`src/rtl/rv_pkg.sv`:
```
// Shared definitions for the RV32I multicycle core fetch stage.
package rv_pkg;

   localparam int unsigned XLEN = 32;

   // addi x0, x0, 0
   localparam logic [XLEN-1:0] NOP_INSTR = 32'h0000_0013;

   typedef enum logic [1:0] {
      IDLE = 2'd0,
      REQ  = 2'd1,
      WAIT = 2'd2
   } fetch_state_t;

endpackage

```
`src/rtl/instr_fetch_if.sv`:
```
// Instruction-memory read port: one-cycle request pulse, response strobe later.
interface instr_fetch_if;
   import rv_pkg::*;

   logic            imem_req;
   logic [XLEN-1:0] imem_addr;
   logic [XLEN-1:0] imem_rdata;
   logic            imem_valid;

   modport master (
      output imem_req,
      output imem_addr,
      input  imem_rdata,
      input  imem_valid
   );

   modport slave (
      input  imem_req,
      input  imem_addr,
      output imem_rdata,
      output imem_valid
   );

endinterface

```
`src/rtl/pc_register.sv`:
```
// Program counter: sequential +4 on capture, redirects, pending redirect and
// sticky misalignment flag.
module pc_register
   import rv_pkg::*;
#(
   parameter logic [XLEN-1:0] RESET_PC = 32'h0000_0000
) (
   input  logic            clk,
   input  logic            reset,
   input  logic            in_idle_i,
   input  logic            capture_i,
   input  logic            load_i,
   input  logic [XLEN-1:0] target_i,
   output logic [XLEN-1:0] pc_o,
   output logic            misalign_o
);

   logic [XLEN-1:0] pc_q, pc_d;
   logic [XLEN-1:0] pend_q, pend_d;
   logic            pend_vld_q, pend_vld_d;
   logic            misalign_q, misalign_d;
   logic            aligned;

   assign aligned = (target_i[1:0] == 2'b00);

   // Next PC: capture advances (or applies the latest redirect), otherwise a
   // redirect hits the PC directly in IDLE or is parked until capture.
   always_comb begin
      pc_d       = pc_q;
      pend_d     = pend_q;
      pend_vld_d = pend_vld_q;
      misalign_d = misalign_q;
      if (load_i && !aligned) begin
         misalign_d = 1'b1;
      end
      if (capture_i) begin
         // A redirect arriving on the capture edge is the most recent one.
         if (load_i && aligned) begin
            pc_d = target_i;
         end else if (pend_vld_q) begin
            pc_d = pend_q;
         end else begin
            pc_d = pc_q + 32'd4;
         end
         pend_vld_d = 1'b0;
      end else if (load_i && aligned) begin
         if (in_idle_i) begin
            pc_d = target_i;
         end else begin
            pend_d     = target_i;
            pend_vld_d = 1'b1;
         end
      end
   end

   // State update with synchronous reset.
   always_ff @(posedge clk) begin
      if (reset) begin
         pc_q       <= RESET_PC;
         pend_q     <= RESET_PC;
         pend_vld_q <= 1'b0;
         misalign_q <= 1'b0;
      end else begin
         pc_q       <= pc_d;
         pend_q     <= pend_d;
         pend_vld_q <= pend_vld_d;
         misalign_q <= misalign_d;
      end
   end

   assign pc_o       = pc_q;
   assign misalign_o = misalign_q;

endmodule

```
`src/rtl/instr_fetch.sv`:
```
// Instruction-fetch stage: fetch FSM, instruction register and PC.
module instr_fetch
   import rv_pkg::*;
#(
   parameter logic [XLEN-1:0] RESET_PC = 32'h0000_0000
) (
   input  logic             clk,
   input  logic             reset,
   input  logic             fetch_en,
   input  logic             pc_load,
   input  logic [XLEN-1:0]  pc_next,
   instr_fetch_if.master    imem,
   output logic [XLEN-1:0]  instr,
   output logic             instr_valid,
   output logic [XLEN-1:0]  pc,
   output logic [XLEN-1:0]  pc_old,
   output logic             misalign_err
);

   fetch_state_t    state_q;
   logic            pend_fetch_q;
   logic [XLEN-1:0] instr_q;
   logic [XLEN-1:0] pc_old_q;
   logic            instr_valid_q;
   logic            capture;

   assign capture = (state_q == WAIT) && imem.imem_valid;

   pc_register #(
      .RESET_PC (RESET_PC)
   ) u_pc_register (
      .clk        (clk),
      .reset      (reset),
      .in_idle_i  (state_q == IDLE),
      .capture_i  (capture),
      .load_i     (pc_load),
      .target_i   (pc_next),
      .pc_o       (pc),
      .misalign_o (misalign_err)
   );

   // Fetch FSM and instruction register; a redirect coinciding with fetch_en
   // in IDLE defers the request one cycle so it uses the new PC.
   always_ff @(posedge clk) begin
      if (reset) begin
         state_q       <= IDLE;
         pend_fetch_q  <= 1'b0;
         instr_q       <= NOP_INSTR;
         pc_old_q      <= RESET_PC;
         instr_valid_q <= 1'b0;
      end else begin
         instr_valid_q <= 1'b0;
         unique case (state_q)
            IDLE: begin
               if (pend_fetch_q || (fetch_en && !pc_load)) begin
                  state_q      <= REQ;
                  pend_fetch_q <= 1'b0;
               end else if (fetch_en && pc_load) begin
                  pend_fetch_q <= 1'b1;
               end
            end
            REQ: begin
               state_q <= WAIT;
            end
            WAIT: begin
               if (imem.imem_valid) begin
                  instr_q       <= imem.imem_rdata;
                  pc_old_q      <= pc;
                  instr_valid_q <= 1'b1;
                  state_q       <= IDLE;
               end
            end
            default: begin
               state_q <= IDLE;
            end
         endcase
      end
   end

   assign imem.imem_req  = (state_q == REQ);
   assign imem.imem_addr = pc;
   assign instr          = instr_q;
   assign instr_valid    = instr_valid_q;
   assign pc_old         = pc_old_q;

endmodule
```
`src/flat_wrapper.sv`:
```
// flat-port wrapper written by rule: the top's interface ports become plain ports
module instr_fetch_flat import rv_pkg::*;
#(
   parameter logic [XLEN-1:0] RESET_PC = 32'h0000_0000
)
  (clk, reset, fetch_en, pc_load, pc_next, instr, instr_valid, pc, pc_old, misalign_err, imem_imem_req, imem_imem_addr, imem_imem_rdata, imem_imem_valid);
  instr_fetch_if imem_i ();
  input  logic clk;
  input  logic reset;
  input  logic fetch_en;
  input  logic pc_load;
  input  logic [XLEN-1:0] pc_next;
  output logic [XLEN-1:0] instr;
  output logic instr_valid;
  output logic [XLEN-1:0] pc;
  output logic [XLEN-1:0] pc_old;
  output logic misalign_err;
  output wire logic [$bits(imem_i.imem_req)-1:0] imem_imem_req;
  output wire logic [$bits(imem_i.imem_addr)-1:0] imem_imem_addr;
  input wire logic [$bits(imem_i.imem_rdata)-1:0] imem_imem_rdata;
  input wire logic [$bits(imem_i.imem_valid)-1:0] imem_imem_valid;
  assign imem_imem_req = imem_i.imem_req;
  assign imem_imem_addr = imem_i.imem_addr;
  assign imem_i.imem_rdata = imem_imem_rdata;
  assign imem_i.imem_valid = imem_imem_valid;
  instr_fetch #(.RESET_PC(RESET_PC)) u_core (.clk(clk), .reset(reset), .fetch_en(fetch_en), .pc_load(pc_load), .pc_next(pc_next), .imem(imem_i), .instr(instr), .instr_valid(instr_valid), .pc(pc), .pc_old(pc_old), .misalign_err(misalign_err));
endmodule
```
`config.mk`:
```
export PLATFORM = sky130hd
export DESIGN_NAME = instr_fetch_flat
export DESIGN_NICKNAME = d
export VERILOG_FILES = /design/src/rtl/rv_pkg.sv /design/src/rtl/instr_fetch_if.sv /design/src/rtl/pc_register.sv /design/src/rtl/instr_fetch.sv /design/src/flat_wrapper.sv
export SDC_FILE = /design/constraint.sdc
export NUM_CORES = 1
export LEC_CHECK = 0
export BUFFER_PORTS_ARGS = -buffer_cell sky130_fd_sc_hd__buf_2
export CAP_MARGIN = 20
export CORE_MARGIN = 3
export CORE_UTILIZATION = 55
export CTS_BUF_LIST = sky130_fd_sc_hd__clkbuf_4 sky130_fd_sc_hd__clkbuf_8
export DETAILED_ROUTE_END_ITERATION = 6
export PLACE_DENSITY = 0.86
export SLEW_MARGIN = 20
export SYNTH_ARGS = -nofsm -noshare
export SYNTH_HDL_FRONTEND = slang
export SYNTH_SLANG_ARGS = --single-unit
```
`constraint.sdc`:
```
create_clock -name clk -period 3.75 [get_ports clk]
set_input_delay 0.75 -clock clk [delete_from_list [all_inputs] [get_ports clk]]
set_output_delay 0.75 -clock clk [all_outputs]
set_load 0.02 [all_outputs]
```
# ---- Word level (Yosys, flattened, before mapping)
# Cells that the tools add are included.
dict set report op_classes {
  mux 11
  n_eq_ne 4
  reduce_logical 21
  add_sub_neg 1
  n_bitwise 3
}
# operator count
set op_table {}
lappend op_table {{two-way mux 32 bit} 5}
lappend op_table {{adder 32 x 3 -> 32 bit, second input constant} 1}
lappend op_table {{AND reduction 2 bit} 5}
lappend op_table {{one-hot mux 2 bit (3 select lines)} 1}
lappend op_table {{nonzero test 2 bit} 3}
lappend op_table {{logical AND 1 bit} 5}
lappend op_table {{zero test 2 bit} 2}
lappend op_table {{two-way mux 2 bit} 2}
lappend op_table {{OR reduction 2 bit} 2}
lappend op_table {{two-way mux 1 bit} 3}
lappend op_table {{inverter 1 bit} 3}
lappend op_table {{AND reduction 3 bit} 1}
lappend op_table {{equality test 2 x 1 -> 1 bit, second input constant} 1}
lappend op_table {{equality test 2 bit, second input constant} 1}
lappend op_table {{zero test 1 bit} 2}
lappend op_table {{inequality test 2 x 1 -> 1 bit, second input constant} 1}
lappend op_table {{inequality test 2 bit, second input constant} 1}
lappend op_table {{logical OR 1 bit} 1}
dict set report word_totals {
  input_bits 69
  reg_bits 134
  out_inout_bits 131
}

# ---- Depth between registers and ports, before layout
dict set report logic_depth {
  ltp_word 5
  mapped_depth 7
  mapped_depth_nobuf 6
}

# ---- Modules after synthesis
# A second synthesis with hierarchy kept.
dict set report unflattened {
  hier_cells 756
  area_unflattened_um2 6628.9
}
# module cells_per_inst seq_area_each_um2 area_per_inst_um2 n_inst
set by_module_without_submodules {}
lappend by_module_without_submodules {pc_register 430 1321.3 3365.7 1}
lappend by_module_without_submodules {instr_fetch 326 1361.3 3263.1 1}

# ---- Worst setup path after synthesis
# No wires, ideal clock.
dict set report synth_timing {
  path_kind {input to register}
  startpoint {input pc_next[0]}
  endpoint {register u_core.u_pc_register.pc_q[30] (netlist: u_core.u_pc_register.pc_o[30])}
  required_time_ns 3.634
  cell_stages 4
  slack_ns 1.467
  arrival_time_ns 2.167
  path_cell_list {or4b_1 -> a21o_1 -> or4b_1 -> o211a_1}
}
dict set report synth_between {
  elab_chain_len 4
  word_cells_on_any_way 6
}
# item line
set synth_lines {}
lappend synth_lines {{from (decl)} flat_wrapper.sv:12} ;# input logic [XLEN-1:0] pc_next;
lappend synth_lines {{zero test 2 bit *} pc_register.sv:24} ;# assign aligned = (target_i[1:0] == 2'b00);
lappend synth_lines {{logical AND 1 bit *} {pc_register.sv:38, pc_register.sv:46}}
lappend synth_lines {{two-way mux 32 bit or nonzero test 2 bit (tied branches)} -}
lappend synth_lines {{two-way mux 32 bit or AND reduction 2 bit (tied branches)} -}
lappend synth_lines {{to (signal assigned)} pc_register.sv:64} ;# pc_q <= pc_d;
lappend synth_lines {{to (decl)} pc_register.sv:18} ;# logic [XLEN-1:0] pc_q, pc_d;
# Mark *: on every way between the ends. The rest lies on a longest branch, timed or not.
# A chain may end at the register's enable or synchronous reset.

# ---- Worst setup path after layout
dict set report layout_timing {
  startpoint {input pc_next[0]}
  endpoint {register u_core.u_pc_register.pc_q[31] (netlist: u_core.u_pc_register.pc_o[31])}
}
# Same word-level chain as after synthesis.

==> implementation parameters <==
Parameter                              Value

Floorplan
  Area of the die ... approximately 13000 µm²
  Die boundary height ... ~110 µm
  Initial Util ... 0.566
  Die width ... between 100 and 150 µm
  Core Box Area ... roughly 11000 µm²
  # rows ... 38
  I/O pin total ... 200

CTS
  TritonCTS clock tree ... done
  Skew-Pair Late Insertion Delay ... roughly 440 ps
  Gates resized, CTS repair ... 0
  Number of clock buffers inserted by TritonCTS ... 17
  Post-CTS repair timing setup buffer count ... 0
  Clock-pin slew on the worst setup and hold paths ... about 80 ps
  Number of buffers on the longest clock path ... 2
  Number of clock sinks seen by CTS ... between 100 and 150
  Count of hold buffers inserted by post-cts repair ... 0
  Deepest level of the CTS H-tree ... 4
  Clock root buffer ... sky130_fd_sc_hd__clkbuf_8

Placement
  DP Wirelength ... between 10 and 15 mm
  Number of buffers inserted by port buffering ... about 200
  Placer Congestion ... 0.887

Worst setup path
  Cell with the largest stage delay on the worst path ... sky130_fd_sc_hd__or4b_1
  Sequence of cells on the critical path ... buf_2, or4b_1, a21oi_2, buf_4, nor2_1, a311oi_1, o311a_1
  Worst R2R Setup Slack ... between 1000 and 1500 ps
  WS Path Type ... in2reg
  Capture point of the critical path ... u_core.u_pc_register.pc_o[31]
  Top fanout value on the critical path ... 27
  Terminus of the critical flop-to-flop path ... u_core.u_pc_register.pc_o[27]
  CP Launch Type ... primary input
  Data arrival time at the worst-slack endpoint ... roughly 2800 ps
  Depth of the worst register-to-register path ... 5
  Max stage delay on crit path ... 570 ps
  Capturing element type of the critical path ... register
  Startpoint of the lowest-slack register-to-register path ... u_core.u_pc_register.pc_o[4]
  Critical Path RT ... around 4100 ps
  Critical Path Source ... pc_next[0]

Pwr
  Leakage power ... around 3.2 nW
  Peak supply drop ... 0.000219 V
  Power density relative to cell area ... roughly 420 nW/µm²

Global route
  Number of global-route vias before repair ... around 5.4k
  Total global-route track usage ... 0.262
  Largest net degree at the start of global routing ... 130
  Sum of overflow across all layers after global routing ... 0
  Wire length of the first global-routing pass ... around 27 mm
  Number of antenna violations at the first check in global routing ... 1

Drt
  Router iterations before antenna repair ... 5
  DR vias/cell ... roughly 5.6
  Total routed wirelength ... approximately 17 mm
  Detail-routed net length per standard cell ... roughly 16 µm
  Vias ... slightly above 6k
  Detailed-route DRC error count ... 0
  Violation count after the first detailed-routing iteration ... 575
  Remaining antenna violation count after routing ... 0

Finish
  Area growth from synthesis to layout ... 20.4%
  Highest-count cells in the layout ignoring fill and taps ... 223 x sky130_fd_sc_hd__nand2_1, 198 x sky130_fd_sc_hd__buf_2, 134 x sky130_fd_sc_hd__dfxtp_1
  Share of cells above drive strength 1 ... 0.275
  # nets final ... about 1.0k
  Most common cell after layout, fill and taps aside ... sky130_fd_sc_hd__nand2_1
  Final cell utilization of the core ... 0.681

Yosys
  Post-synthesis net count ... around 870
  Top flip-flop cell by instance count after synthesis ... sky130_fd_sc_hd__dfxtp_1
  Mean post-synth cell area ... between 7 and 8 µm²
  Post-synthesis sequential area ratio ... 0.436
  Post-synth EDFFs ... 0
  Number of register bits inferred by synthesis ... 134
  Synthesized netlist cell count ... roughly 800
  Post-synthesis cell type count ... 63
  Share of synthesized registers carrying an async set or reset ... 0
  Cell area after technology mapping ... a little over 6000 µm²
  Synth Warn # ... 0

Timing
  Worst-case clock skew ... 9.61 ps
  Setup tns final ... 0 ps
  Worst slew margin relative to its limit ... 0.511
  Timing-limited maximum frequency ... between 400 and 500 MHz
  Final-report max-slew violation count ... 0
  Transition time at the pin with the least slew margin ... approximately 730 ps
  Setup Viol. Count Final ... 0
  Final Hold Viols ... 0
  Post-layout min period ... between 2000 and 2500 ps
  Post-route fraction of the period consumed by the critical path ... 0.637
  Unrepaired setup endpoints after global routing ... false

Job
  Count of maximum capacitance violations ... 0

Run status
  Outcome ... finished clean

Min path
  Type of the worst min-delay path ... reg2reg
per-stage QoR:
stage	worst slack (ps)	power, W	instances	hold slack (ps)	cell area, µm²
6_report	1360	0.00309	1090	443	7410
5_1_grt	1250	0.00320	1090	468	7410
4_1_cts	1400	0.00310	1089	446	7410
3_5_place_dp	974	0.00177	1058	433	6970
3_3_place_gp	1120	0.00177	1058	432	6970
2_1_floorplan	1470	0.00168	798	431	6160
sequential cells by signal (all words and copies together) (netlist names):
signal and count:
u_core.u_pc_register.pend_q 32, u_core.pc_old 32, u_core.u_pc_register.pend_vld_q 1, u_core.u_pc_register.pc_o 32, u_core.u_pc_register.misalign_o 1, u_core.instr_valid 1
u_core.state_q 2, u_core.pend_fetch_q 1, u_core.instr 32
layout make-up:
type / instances / area (µm²)
antenna: 1 / 2.50
clock buffer: 18 / 248
clock inverter: 13 / 195
fill: 915 / 3470
inverter: 10 / 37.5
multi-input combinational: 562 / 2960
sequential: 134 / 2680
tap: 140 / 175
timing repair buffer: 212 / 1110
logic make-up after synthesis:
kind of cell / Yosys count / synth area share
fa+ha+maj: 1 / 0.00203
compound gates: 188 / 0.184
flops: 134 / 0.436
xor+xnor: 17 / 0.0242
buf+inv: 102 / 0.0843
simple gates: 348 / 0.256
mux: 8 / 0.0140
power by group:
group	switching [W]	internal, W	total (W)
Combinational	0.000171	0.0000929	0.000264
Sequential	0.0000356	0.00145	0.00148
Clock	0.000594	0.000750	0.00134
Total	0.000800	0.00229	0.00309
how the worst min path moves through the flow:
stage	start	end	slack, ps	cells after the start
global placement	u_core.u_pc_register.misalign_o	u_core.u_pc_register.misalign_o	430	2
detailed placement	u_core.u_pc_register.misalign_o	u_core.u_pc_register.misalign_o	430	2
finish	u_core.u_pc_register.misalign_o	u_core.u_pc_register.misalign_o	440	2
global route	u_core.pc_old[25]	u_core.pc_old[25]	470	2
CTS	u_core.u_pc_register.misalign_o	u_core.u_pc_register.misalign_o	450	2
floorplan	u_core.u_pc_register.pend_q[9]	u_core.u_pc_register.pend_q[9]	430	2
critical path: cells and delay by family:
kind	cells	cell delay [ps]
AO/OA/AOI/OAI	3	860
AND/OR/NAND/NOR	2	660
buffers and inverters	2	490
synthesized netlist by cell type (7+ instances only):
cell                       count  area (µm²)
sky130_fd_sc_hd__buf_4        33         248
sky130_fd_sc_hd__buf_2         9        45.0
sky130_fd_sc_hd__nor3_1       17        85.1
sky130_fd_sc_hd__o21ai_0      16        80.1
sky130_fd_sc_hd__xnor2_1       9        78.8
sky130_fd_sc_hd__buf_1         7        26.3
sky130_fd_sc_hd__clkbuf_1     42         158
sky130_fd_sc_hd__a21oi_1     112         561
sky130_fd_sc_hd__nand2_1     223         837
sky130_fd_sc_hd__inv_1         9        33.8
sky130_fd_sc_hd__nor2_1       33         124
sky130_fd_sc_hd__nand3_1      30         150
sky130_fd_sc_hd__dfxtp_1     134        2680
sky130_fd_sc_hd__nand4_1       9        56.3
sky130_fd_sc_hd__xor2_1        8        70.1
per-layer routing:
metal / up-vias / global-route usage / wire length [µm]
li1: 2977 / - / -
met3: 35 / 0.0489 / 1250
met4: 0 / 0.0908 / 330
met2: 256 / 0.425 / 8160
met1: 2843 / 0.351 / 7370
met5: - / 0 / 0
Note: power is estimated with default switching activity, not from simulation.
